==> src/rtl/ber_error_injector_if.sv <==
// Valid/ready word stream between pattern source, injector and link.
// The injector takes the slave side; the source/sink the master side.
interface ber_error_injector_if #(
  parameter int WIDTH = 16
);
  logic             in_valid;
  logic             in_ready;
  logic [WIDTH-1:0] in_data;
  logic             out_valid;
  logic             out_ready;
  logic [WIDTH-1:0] out_data;
  logic [WIDTH-1:0] out_mask;

  modport master (
    output in_valid,
    output in_data,
    output out_ready,
    input  in_ready,
    input  out_valid,
    input  out_data,
    input  out_mask
  );

  modport slave (
    input  in_valid,
    input  in_data,
    input  out_ready,
    output in_ready,
    output out_valid,
    output out_data,
    output out_mask
  );
endinterface

==> src/rtl/ber_error_injector.sv <==
// LFSR-driven burst bit-error injector on a one-deep valid/ready stage.
// Optional statistics counters: define INJ_STATS_EN.
module ber_error_injector #(
  parameter int          WIDTH = 16,
  parameter int          NBW   = $clog2(WIDTH + 1),
  parameter logic [31:0] SEED  = 32'hACE1_1234
) (
  input  logic                clk,
  input  logic                rst_n,
  input  logic                start,
  input  logic                abort,
  input  logic [15:0]         cfg_rate,
  input  logic [NBW-1:0]      cfg_nbits,
  input  logic [31:0]         cfg_len,
  input  logic                seed_load,
  input  logic [31:0]         seed_val,
  ber_error_injector_if.slave bus,
  output logic                busy,
  output logic                done,
  output logic [31:0]         word_cnt,
  output logic [31:0]         err_cnt
);

  localparam int          SW   = $clog2(WIDTH);
  localparam logic [31:0] TAPS = 32'h8020_0003;

  typedef enum logic {
    IDLE,
    RUN
  } state_t;

  state_t           state;
  state_t           state_nxt;
  logic [31:0]      lfsr;
  logic [31:0]      lfsr_adv;
  logic [31:0]      remaining;
  logic [31:0]      rem_nxt;
  logic             unbounded;
  logic             unb_nxt;
  logic             done_nxt;
  logic             accept;
  logic             hit;
  logic [SW-1:0]    pos;
  logic [NBW-1:0]   n;
  logic [WIDTH:0]   one_sh;
  logic [WIDTH-1:0] base;
  logic [2*WIDTH-1:0] rot;
  logic [WIDTH-1:0] mask;

  assign bus.in_ready = ~bus.out_valid | bus.out_ready;
  assign accept       = bus.in_valid & bus.in_ready;
  assign busy         = (state == RUN);

  assign lfsr_adv = lfsr[0] ? ((lfsr >> 1) ^ TAPS)
                            : (lfsr >> 1);

  // Burst of n ones rotated to start at pos, wrapping around the word.
  always_comb begin
    hit    = (cfg_rate == 16'hFFFF) | (lfsr[15:0] < cfg_rate);
    pos    = SW'(32'(lfsr[31:16]) % WIDTH);
    n      = (32'(cfg_nbits) > WIDTH) ? NBW'(WIDTH) : cfg_nbits;
    one_sh = {{WIDTH{1'b0}}, 1'b1} << n;
    base   = WIDTH'(one_sh - 1'b1);
    rot    = {base, base} << pos;
    mask   = (busy && hit) ? rot[2*WIDTH-1:WIDTH] : '0;
  end

  always_comb begin
    state_nxt = state;
    rem_nxt   = remaining;
    unb_nxt   = unbounded;
    done_nxt  = 1'b0;
    unique case (state)
      IDLE: begin
        if (start) begin
          state_nxt = RUN;
          rem_nxt   = cfg_len;
          unb_nxt   = (cfg_len == 32'd0);
        end
      end
      RUN: begin
        if (accept && !unbounded)
          rem_nxt = remaining - 32'd1;
        if (abort ||
            (accept && !unbounded && remaining == 32'd1)) begin
          state_nxt = IDLE;
          done_nxt  = 1'b1;
        end
      end
    endcase
  end

  always_ff @(posedge clk or negedge rst_n) begin
    if (!rst_n) begin
      state     <= IDLE;
      remaining <= '0;
      unbounded <= 1'b0;
      done      <= 1'b0;
    end else begin
      state     <= state_nxt;
      remaining <= rem_nxt;
      unbounded <= unb_nxt;
      done      <= done_nxt;
    end
  end

  always_ff @(posedge clk or negedge rst_n) begin
    if (!rst_n)
      lfsr <= SEED;
    else if (seed_load)
      lfsr <= (seed_val == 32'd0) ? SEED : seed_val;
    else if (accept && busy)
      lfsr <= lfsr_adv;
  end

  always_ff @(posedge clk or negedge rst_n) begin
    if (!rst_n) begin
      bus.out_valid <= 1'b0;
      bus.out_data  <= '0;
      bus.out_mask  <= '0;
    end else if (accept) begin
      bus.out_valid <= 1'b1;
      bus.out_data  <= bus.in_data ^ mask;
      bus.out_mask  <= mask;
    end else if (bus.out_ready) begin
      bus.out_valid <= 1'b0;
    end
  end

`ifdef INJ_STATS_EN
  logic [32:0] wc_sum;
  logic [32:0] ec_sum;

  assign wc_sum = {1'b0, word_cnt} + 33'd1;
  assign ec_sum = {1'b0, err_cnt} + 33'($countones(mask));

  always_ff @(posedge clk or negedge rst_n) begin
    if (!rst_n) begin
      word_cnt <= '0;
      err_cnt  <= '0;
    end else if (!busy && start) begin
      word_cnt <= '0;
      err_cnt  <= '0;
    end else if (accept && busy) begin
      word_cnt <= wc_sum[32] ? '1 : wc_sum[31:0];
      err_cnt  <= ec_sum[32] ? '1 : ec_sum[31:0];
    end
  end
`else
  assign word_cnt = '0;
  assign err_cnt  = '0;
`endif

endmodule
==> src/flat_wrapper.sv <==
// flat-port wrapper written by rule: the top's interface ports become plain ports
module ber_error_injector_flat 
#(
  parameter int          WIDTH = 16,
  parameter int          NBW   = $clog2(WIDTH + 1),
  parameter logic [31:0] SEED  = 32'hACE1_1234
)
  (clk, rst_n, start, abort, cfg_rate, cfg_nbits, cfg_len, seed_load, seed_val, busy, done, word_cnt, err_cnt, bus_in_valid, bus_in_data, bus_out_ready, bus_in_ready, bus_out_valid, bus_out_data, bus_out_mask);
  ber_error_injector_if #(.WIDTH(WIDTH)) bus_i ();
  input  logic clk;
  input  logic rst_n;
  input  logic start;
  input  logic abort;
  input  logic [15:0] cfg_rate;
  input  logic [NBW-1:0] cfg_nbits;
  input  logic [31:0] cfg_len;
  input  logic seed_load;
  input  logic [31:0] seed_val;
  output logic busy;
  output logic done;
  output logic [31:0] word_cnt;
  output logic [31:0] err_cnt;
  input wire logic [$bits(bus_i.in_valid)-1:0] bus_in_valid;
  input wire logic [$bits(bus_i.in_data)-1:0] bus_in_data;
  input wire logic [$bits(bus_i.out_ready)-1:0] bus_out_ready;
  output wire logic [$bits(bus_i.in_ready)-1:0] bus_in_ready;
  output wire logic [$bits(bus_i.out_valid)-1:0] bus_out_valid;
  output wire logic [$bits(bus_i.out_data)-1:0] bus_out_data;
  output wire logic [$bits(bus_i.out_mask)-1:0] bus_out_mask;
  assign bus_i.in_valid = bus_in_valid;
  assign bus_i.in_data = bus_in_data;
  assign bus_i.out_ready = bus_out_ready;
  assign bus_in_ready = bus_i.in_ready;
  assign bus_out_valid = bus_i.out_valid;
  assign bus_out_data = bus_i.out_data;
  assign bus_out_mask = bus_i.out_mask;
  ber_error_injector #(.WIDTH(WIDTH), .NBW(NBW), .SEED(SEED)) u_core (.clk(clk), .rst_n(rst_n), .start(start), .abort(abort), .cfg_rate(cfg_rate), .cfg_nbits(cfg_nbits), .cfg_len(cfg_len), .seed_load(seed_load), .seed_val(seed_val), .bus(bus_i), .busy(busy), .done(done), .word_cnt(word_cnt), .err_cnt(err_cnt));
endmodule
==> config.mk <==
export PLATFORM = sky130hd
export DESIGN_NAME = ber_error_injector_flat
export DESIGN_NICKNAME = d
export VERILOG_FILES = /design/src/rtl/ber_error_injector_if.sv /design/src/rtl/ber_error_injector.sv /design/src/flat_wrapper.sv
export SDC_FILE = /design/constraint.sdc
export NUM_CORES = 1
export LEC_CHECK = 0
export ABC_CLOCK_PERIOD_IN_PS = 3150
export CAP_MARGIN = 5
export CORE_MARGIN = 5
export CORE_UTILIZATION = 49
export CTS_CLUSTER_SIZE = 24
export DETAILED_ROUTE_END_ITERATION = 10
export GPL_ROUTABILITY_DRIVEN = 0
export HOLD_SLACK_MARGIN = 0.08
export PLACE_DENSITY = 0.81
export SYNTH_ARGS = -nofsm -noshare
export SYNTH_HDL_FRONTEND = slang
export SYNTH_SLANG_ARGS = --single-unit
export TNS_END_PERCENT = 1
==> constraint.sdc <==
create_clock -name clk -period 3.15 [get_ports clk]
set_input_delay 0.63 -clock clk [delete_from_list [all_inputs] [get_ports clk]]
set_output_delay 0.63 -clock clk [all_outputs]
set_load 0.03 [all_outputs]
* Word level (Yosys, flattened, before mapping)
Index checks and enable logic that the tools add are counted.
** Operators by class
- Add/subtract/negate cells :: 2
- $lt $le $gt $ge :: 2
- Equality and inequality tests :: 4
- Shift operators :: 2
- Multiplexer cells :: 16
- Bitwise gates (word level) :: 7
- Reductions and logical operators :: 12
** Operators with widths (number)
- $mux W32 :: 6
- $logic_not A32 Y1 :: 2
- $pmux W32 S2 :: 1
- $eq A32 B1 Y1 const B :: 1
- $shl A32 B4 Y32 :: 1
- $sub A32 B1 Y32 const B :: 1
- $eq A16 B16 Y1 const B :: 1
- $lt A16 B16 Y1 :: 1
- $mux W16 :: 1
- $shl A1 B5 Y16 const A :: 1
- $sub A16 B1 Y16 const B :: 1
- $xor A16 B16 Y16 :: 1
- $mux W1 :: 6
- $gt A5 B5 Y1 const B :: 1
- $mux W5 :: 1
- $logic_and A1 B1 Y1 :: 4
- $ne A2 B2 Y1 const B :: 2
- $not A3 Y4 :: 1
- $reduce_and A2 Y1 :: 2
- $reduce_bool A2 Y1 :: 2
- $not A1 Y1 :: 2
- $or A1 B1 Y1 :: 2
- $pmux W1 S2 :: 1
- $and A1 B1 Y1 :: 1
- other kinds (2) :: 2
** Word-level totals
- Register bits :: 100
- Input bits :: 108

* Logic depth before layout (Yosys ltp)
Gate-level depths: netlist of run 1.
- Depth after elaboration :: 8
- Depth in mapped cells :: 14

* Worst setup path before layout of run 1
No wires, ideal clock.
- Path kind :: input to register
- Start point :: input cfg_nbits[0]
- End point :: register u_core.bus.out_data[7]
- Data arrival time :: 3.200 ns
- Slack :: -0.131 ns
- Stages :: 14
- Buffers on the path :: 4
- Cells stage by stage :: buf_2 -> buf_4 -> nor2_1 -> nand2_1 -> ha_1 -> buf_2 -> buf_4 -> nor3_1 -> o21ai_0 -> a21boi_0 -> mux2i_1 -> mux4_2 -> or3_1 -> a31oi_1
** Between the ends
- Word-level cells in the longest chain between the ends :: 7
** RTL lines
- from (decl) :: RTL line flat_wrapper.sv:15 : input logic [NBW-1:0] cfg_nbits;
- $gt A5 B5 Y1 :: RTL line ber_error_injector.sv:61 : n = (32'(cfg_nbits) > WIDTH) ? NBW'(WIDTH) : cfg_nbits;
- $mux W5 (*) :: RTL line ber_error_injector.sv:61
- $shl A1 B5 Y16 (*) :: RTL line ber_error_injector.sv:62 : one_sh = {{WIDTH{1'b0}}, 1'b1} << n;
- $sub A16 B1 Y16 (*) :: RTL line ber_error_injector.sv:63 : base = WIDTH'(one_sh - 1'b1);
- $shl A32 B4 Y32 (*) :: RTL line ber_error_injector.sv:64 : rot = {base, base} << pos;
- $mux W16 (*) :: RTL line ber_error_injector.sv:65 : mask = (busy && hit) ? rot[2*WIDTH-1:WIDTH] : '0;
- $xor A16 B16 Y16 (*) :: RTL line ber_error_injector.sv:123 : bus.out_data <= bus.in_data ^ mask;
- to (signal assigned) :: RTL line ber_error_injector.sv:123
- to (decl) :: RTL line ber_error_injector_if.sv:30 : output out_data,
Mark *: on every way between the ends. The rest lies on a longest branch, timed or not.
A chain may end at the register's enable or synchronous reset.

* Worst setup path after layout of run 1
- Start point :: input cfg_nbits[4]
- End point :: register u_core.bus.out_data[1]
Same word-level chain as after synthesis.

==> impl_metrics.json, run 1 <==
{
  "run_status": "completed",
  "hold_slack_ns": 0.1372,
  "timing_worst_slew_pin_value_ns": 0.8082,
  "slew_margin_rel_pct": 46.01,
  "ys_async_sr_fraction_pct": 100.0,
  "total_overflow_reported_by_the_global_router": 0,
  "htree_num_levels": 3,
  "grt_first_pass_wirelength_mm": 34.36,
  "synth-edff-count": 0,
  "dr.first_iter.drc_count": 645,
  "finish.net_count": 1125,
  "post-route-util_pct": 64.40,
  "r2r-end": "u_core.bus.out_data[7]",
  "antenna_cells_inserted": 0,
  "grt_max_degree": 53,
  "tritoncts": "built",
  "initial_standard_cell_utilization_of_the_core_pct": 50.17,
  "worstPathRequired_ns": 3.40,
  "r2r_cells": 7,
  "hold_path.class": "input pin to asynchronous set/reset pin",
  "timing.critical_path.slowest_cell_delay_ns": 0.36,
  "finalCritPeriodShare_pct": 95.96,
  "final.min_clock_period_ns": 3.023,
  "crit_top_cell": "sky130_fd_sc_hd__buf_4",
  "timing_hold_violations_final": 0,
  "syn_area_per_cell_um2": 8.767,
  "global_route_usage_sum_pct": 23.57,
  "critical_path_class": "input pin to flop",
  "die_area_um2": 17540,
  "synth_cell_types": 81,
  "floorplan.core_area_um2": 14640,
  "worstPathMaxFanout": 7,
  "slowest_stage": "sky130_fd_sc_hd__a222oi_1",
  "yosys_register_bits": 100,
  "placed_area_um2": 8962,
  "synthesized_netlist_cell_count": 838,
  "timing.final.max_slew_violations": 0,
  "grt_setup_unrepaired": "yes",
  "crit_end": "u_core.bus.out_data[1]",
  "post_synth_instance_area_um2": 7347,
  "worstPathArrival_ns": 3.27,
  "seq_area_frac_synth_pct": 34.28,
  "clock_sinks": 100,
  "die_h_um": 132.5,
  "layout-area-overhead-vs-synth_pct": 28.35,
  "number_of_top_level_pins": 208,
  "design_area_um2": 9430,
  "total_routed_wirelength_mm": 21.20,
  "vias_per_cell": 5.940,
  "final_layout_size_suffix_gt1_share_pct": 14.54,
  "worstSkewPairLatency_ns": 0.36,
  "commonest_cells_after_routing_fill_and_taps_aside": "sky130_fd_sc_hd__clkdlybuf4s50_1, sky130_fd_sc_hd__dfrtp_1, sky130_fd_sc_hd__conb_1",
  "detail_route.drc_violations": 0,
  "placement.io_buffers": 143,
  "first_global_vias": 6669,
  "antenna_violating_nets_left": 0,
  "cts_buffer_depth": 2,
  "setup-violations-final": 0,
  "timing.critical_path.from_type": "input pin",
  "cts.reportedPaths.clkPinSlew_ns": 0.07,
  "cp_capture_type": "flop",
  "slack_of_the_worst_reg_to_reg_path_ns": 0.39,
  "critical_path.cell_chain": "dlygate4sd2_1 > nor3_4 > nand3_2 > ha_4 > buf_6 > nand2b_1 > buf_4 > a21oi_1 > a31oi_1 > a222oi_1 > buf_4 > o22ai_2 > nor3b_1 > o31a_1",
  "num_vias": 7057,
  "p_leak_uw": 0.003982,
  "synth.yosys.warnings": 0,
  "critical_path.reg2reg.startpoint": "u_core.lfsr[16]",
  "ys_dominant_reg_cell": "sky130_fd_sc_hd__dfrtp_1",
  "drt_pass1_iterations": 7,
  "vdd_ir_drop_max_uv": 317.4,
  "tritoncts.num_buffers": 9,
  "cap_viol_max_count": 0,
  "clock-root-buffer": "sky130_fd_sc_hd__clkbuf_16",
  "timing.clock.skew_ns": 0.009640,
  "mostFrequentLayoutCell": "sky130_fd_sc_hd__clkdlybuf4s50_1",
  "fmax_ghz": 0.3308,
  "initial_antenna_violation_count": 0,
  "final_routed_wire_length_divided_by_cell_count_um": 17.85,
  "std_cell_rows": 44,
  "die_w_um": 132.5,
  "crit_start": "cfg_nbits[4]",
  "hpwlAfterDp_mm": 15.85,
  "power_density_nw_per_um2": 526.1
}
## registers in the layout, summed over array words and instances (netlist names)
register	count
u_core.unbounded	1
u_core.bus.out_mask	16
u_core.bus.out_valid	1
u_core.remaining	32
u_core.lfsr	32
u_core.busy	1
u_core.done	1
u_core.bus.out_data	16
## power breakdown
group | switching (µW) | internal (µW)
combinational | 1080 | 865
sequential | 317 | 1580
clock | 560 | 559
total | 1960 | 3000
## per-layer routing
layer  wire (µm)  global-route usage, %  share of wire, %  vias to the layer above
met5           0                      0                 0                        -
met2       10190                  39.36                48                      275
met4         506                  7.333               2.4                        0
met1        9146                  31.32                43                     3403
li1            -                      -                 -                     3344
met3        1354                  4.176               6.4                       35
## how the worst min path moves through the flow
| stage | end | slack [ns] | cells after the start |
|---|---|---|---|
| after global routing | u_core.remaining[1] | 0.14 | 1 |
| after CTS | u_core.remaining[1] | 0.14 | 1 |
| after floorplan | u_core.bus.out_data[0] | 0.33 | 0 |
| after global placement | u_core.bus.out_mask[6] | 0.46 | 2 |
| after detailed placement | u_core.bus.out_mask[7] | 0.47 | 2 |
| final | u_core.remaining[19] | 0.14 | 1 |
## critical path, delay by kind of cell
| kind | cells | cell delay [ns] |
|---|---|---|
| AO/OA/AOI/OAI | 5 | 0.97 |
| adder cells (fa/ha/maj) | 1 | 0.22 |
| buffers and inverters | 4 | 0.77 |
| AND/OR/NAND/NOR | 4 | 0.68 |
## cells in the mapped netlist, types with 15 or more instances
cell type                   n  area [µm²]
sky130_fd_sc_hd__nor3_1    18       90.09
sky130_fd_sc_hd__nor4_1    23       143.9
sky130_fd_sc_hd__buf_4     71       533.0
sky130_fd_sc_hd__a31oi_1   24       150.1
sky130_fd_sc_hd__nand2_1   63       236.5
sky130_fd_sc_hd__inv_1     30       112.6
sky130_fd_sc_hd__mux2i_1   30       300.3
sky130_fd_sc_hd__o22ai_1   27       168.9
sky130_fd_sc_hd__o21ai_0   60       300.3
sky130_fd_sc_hd__ha_1      18       225.2
sky130_fd_sc_hd__nand3_1   23       115.1
sky130_fd_sc_hd__a21oi_1   36       180.2
sky130_fd_sc_hd__mux2_2    15       168.9
sky130_fd_sc_hd__dfrtp_1   87        2177
sky130_fd_sc_hd__o31ai_1   16       120.1
sky130_fd_sc_hd__clkbuf_1  35       131.4
sky130_fd_sc_hd__nor2_1    48       180.2
## area by class of cell
type,instances,area (µm²)
Clock buffer,9,225.2
Sequential cell,100,2519
Tap cell,184,230.2
Timing Repair Buffer,205,1917
Multi-Input combinational cell,651,4355
Clock inverter,7,63.81
Fill cell,1223,5214
Inverter,32,120.1
## repair_timing
item	4_1_cts	5_1_grt
pin swaps	12	6
buffers inserted	8	0
setup endpoints to repair	25	19
hold endpoints to repair	0	0
hold buffers	0	0
resized for setup	19	8
## through the flow
| step | TNS [ns] | std cells | setup WS, ns | power [µW] |
|---|---|---|---|---|
| after CTS | 0 | 1188 | 0.1156 | 4943 |
| after global routing | -0.1988 | 1188 | -0.03321 | 5254 |
| after global placement | -9.835 | 1164 | -0.4530 | 3740 |
| final | 0 | 1188 | 0.1273 | 4961 |
| after detailed placement | -13.67 | 1164 | -0.6520 | 3799 |
| after floorplan | 0 | 901 | 0.01494 | 3140 |
## kinds of logic after synthesis
family,Yosys count,synth area share [%]
buffers and inverters,150,11.55
adder cells (fa/ha/maj),18,3.065
other,1,0.05104
XOR/XNOR,3,0.3577
AO/OA/AOI/OAI,263,24.08
flip-flops,100,34.28
multiplexers,54,8.992
AND/OR/NAND/NOR,249,17.63
Note: power is estimated with default switching activity, not from simulation.
==> run 2: changes to the inputs <==
==> constraint.sdc (replaced) <==
create_clock -name clk -period 3.15 [get_ports clk]
set_input_delay 0.315 -clock clk [delete_from_list [all_inputs] [get_ports clk]]
set_output_delay 0.315 -clock clk [all_outputs]
set_load 0.03 [all_outputs]
==> impl_metrics.json, run 2 (synthesis results as in run 1) <==
{
  "run_status": "completed",
  "die_area_um2": 17540,
  "die_w_um": 132.5,
  "pwr-share-comb_pct": 37.8,
  "layout-area-overhead-vs-synth_pct": 25.66,
  "worstPathMaxFanout": 14,
  "drt_pass1_iterations": 5,
  "timing.final.max_slew_violations": 0,
  "antenna_violating_nets_left": 0,
  "post_cts_setup_repair_buffer_count": 0,
  "num_vias": 6952,
  "clock_sinks": 100,
  "std_cell_rows": 44,
  "total_routed_wirelength_mm": 20.70,
  "power_frac_clock_pct": 24.4,
  "tritoncts.num_buffers": 9,
  "power.switching_fraction_pct": 37.15,
  "floorplan.core_area_um2": 14640,
  "timing.critical_path.slowest_cell_delay_ns": 0.56,
  "initial_standard_cell_utilization_of_the_core_pct": 50.17,
  "clock-root-buffer": "sky130_fd_sc_hd__clkbuf_16",
  "cts.reportedPaths.clkPinSlew_ns": 0.07,
  "timing_hold_violations_final": 0,
  "number_of_top_level_pins": 208,
  "vdd_ir_drop_max_uv": 340.2,
  "timing_worst_slew_pin_value_ns": 1.072,
  "slowest_stage": "sky130_fd_sc_hd__mux4_2",
  "cts_buffer_depth": 2,
  "vias_per_cell": 5.922,
  "hpwlAfterDp_mm": 15.71,
  "commonest_cells_after_routing_fill_and_taps_aside": "sky130_fd_sc_hd__clkdlybuf4s50_1, sky130_fd_sc_hd__dfrtp_1, sky130_fd_sc_hd__conb_1",
  "p_leak_uw": 0.003877,
  "critical_path_class": "input pin to flop",
  "final_routed_wire_length_divided_by_cell_count_um": 17.64,
  "global_route_usage_sum_pct": 22.90,
  "num-fill-cells": 1242,
  "grt_first_pass_wirelength_mm": 33.52,
  "antenna_cells_inserted": 0,
  "setup-violations-final": 0,
  "pwr-share-seq_pct": 37.8,
  "drt-met1-wl_mm": 8.772,
  "finalCritPeriodShare_pct": 94.21,
  "timing.final.ws_setup_ns": 0.1825,
  "placed_area_um2": 8884,
  "dr.first_iter.drc_count": 692,
  "worstPathRequired_ns": 3.41,
  "crit_top_cell": "sky130_fd_sc_hd__buf_4",
  "internal_power_uw": 3157,
  "reg_top3": "u_core.lfsr (32), u_core.remaining (32)",
  "met2_length_mm": 9.892,
  "slew_margin_rel_pct": 28.55,
  "timing.clock.skew_ns": 0.004976,
  "p_sw_uw": 1867,
  "power_density_nw_per_um2": 544.1,
  "top_layer": "met4",
  "first_global_vias": 6631,
  "initial_antenna_violation_count": 0,
  "design_area_um2": 9233,
  "final_layout_size_suffix_gt1_share_pct": 11.82,
  "placement.io_buffers": 143,
  "grt_setup_unrepaired": "yes",
  "die_h_um": 132.5,
  "fmax_ghz": 0.3370,
  "critical_path.cell_chain": "clkdlybuf4s50_1 > nor3_4 > nand3_1 > ha_2 > buf_4 > and2_1 > o21bai_1 > buf_4 > a32oi_1 > mux4_2 > a21o_1 > a31oi_1",
  "fin_setup_tns_ns": 0,
  "htree_num_levels": 3,
  "final.min_clock_period_ns": 2.967,
  "cp_capture_type": "flop",
  "met3WireLength_mm": 1.571,
  "hold_path.class": "input pin to asynchronous set/reset pin",
  "cpLargestDelayFamily": "buffers and inverters",
  "grt_max_degree": 85,
  "cap_viol_max_count": 0,
  "worstSkewPairLatency_ns": 0.35,
  "worstPathArrival_ns": 3.23,
  "worstPathBufferInverterCount": 3,
  "placement.setup.worst_slack_ns": -0.2915,
  "detail_route.drc_violations": 0,
  "tritoncts": "built",
  "mostFrequentLayoutCell": "sky130_fd_sc_hd__clkdlybuf4s50_1",
  "total_overflow_reported_by_the_global_router": 0,
  "finish.net_count": 1111,
  "timing.critical_path.from_type": "input pin"
}
-- run 2: changes by cell type in the layout (fill, tap and decap cells not counted), sizes merged --
cell / before / now
inv: 37 / 32
buf: 63 / 49
dlygate4sd2: 5 / 0
bufinv: 0 / 1
clkbuf: 9 / 13
clkdlybuf4s50: 137 / 142
-- run 2: layer usage --
metal  vias to the layer above  track usage [%]
li1                       3323                -
met1                      3288            30.91
met2                       303            37.27
met3                        38            4.366
met4                         0            7.448
met5                         -                0
-- run 2: worst paths after layout --
kind / from / to / slack, ns / cells past startpoint
max reg2reg: u_core.lfsr[16] / u_core.bus.out_data[1] / 0.49 / 8
max in group asynchronous: rst_n / u_core.bus.out_data[6] / 2.23 / 2
min in group clk: u_core.bus.out_mask[7] / u_core.bus.out_mask[7] / 0.48 / 2
min reg2reg: u_core.bus.out_mask[7] / u_core.bus.out_mask[7] / 0.48 / 2
min: rst_n / u_core.remaining[27] / 0.14 / 1
max: cfg_nbits[2] / u_core.bus.out_data[0] / 0.18 / 12
-- run 2: power groups by stage --
stage	Sequential [µW]	Clock (µW)	Combinational, µW
global placement	1900	0	1840
CTS	1890	1260	1890
floorplan	1990	0	1150
finish	1900	1230	1900
detailed placement	1910	0	1880
global route	1940	1310	2070
-- run 2: layout make-up --
class | count | area, µm² | area share (%)
Inverter | 32 | 120.1 | 1.301
Clock buffer | 13 | 291.5 | 3.158
Sequential cell | 100 | 2519 | 27.28
Timing Repair Buffer | 191 | 1789 | 19.38
Tap cell | 184 | 230.2 | 2.494
Clock inverter | 3 | 47.55 | 0.5150
Multi-Input combinational cell | 651 | 4235 | 45.87
-- run 2: per-stage QoR --
| step | util, % | total power [µW] | std cells | hold slack (ns) |
|---|---|---|---|---|
| after floorplan | - | 3136 | 901 | 0.01941 |
| after global placement | 60.66 | 3742 | 1158 | 0.4666 |
| after detailed placement | 60.66 | 3792 | 1158 | 0.4714 |
| after CTS | 62.98 | 5039 | 1174 | 0.1979 |
| after global routing | 63.05 | 5328 | 1174 | 0.2291 |
| final | 63.05 | 5024 | 1174 | 0.1433 |
-- run 2: repair_timing --
action	in CTS	in global routing
endpoints found under the setup margin	0	23
gates resized for setup	0	3
hold buffers	0	0
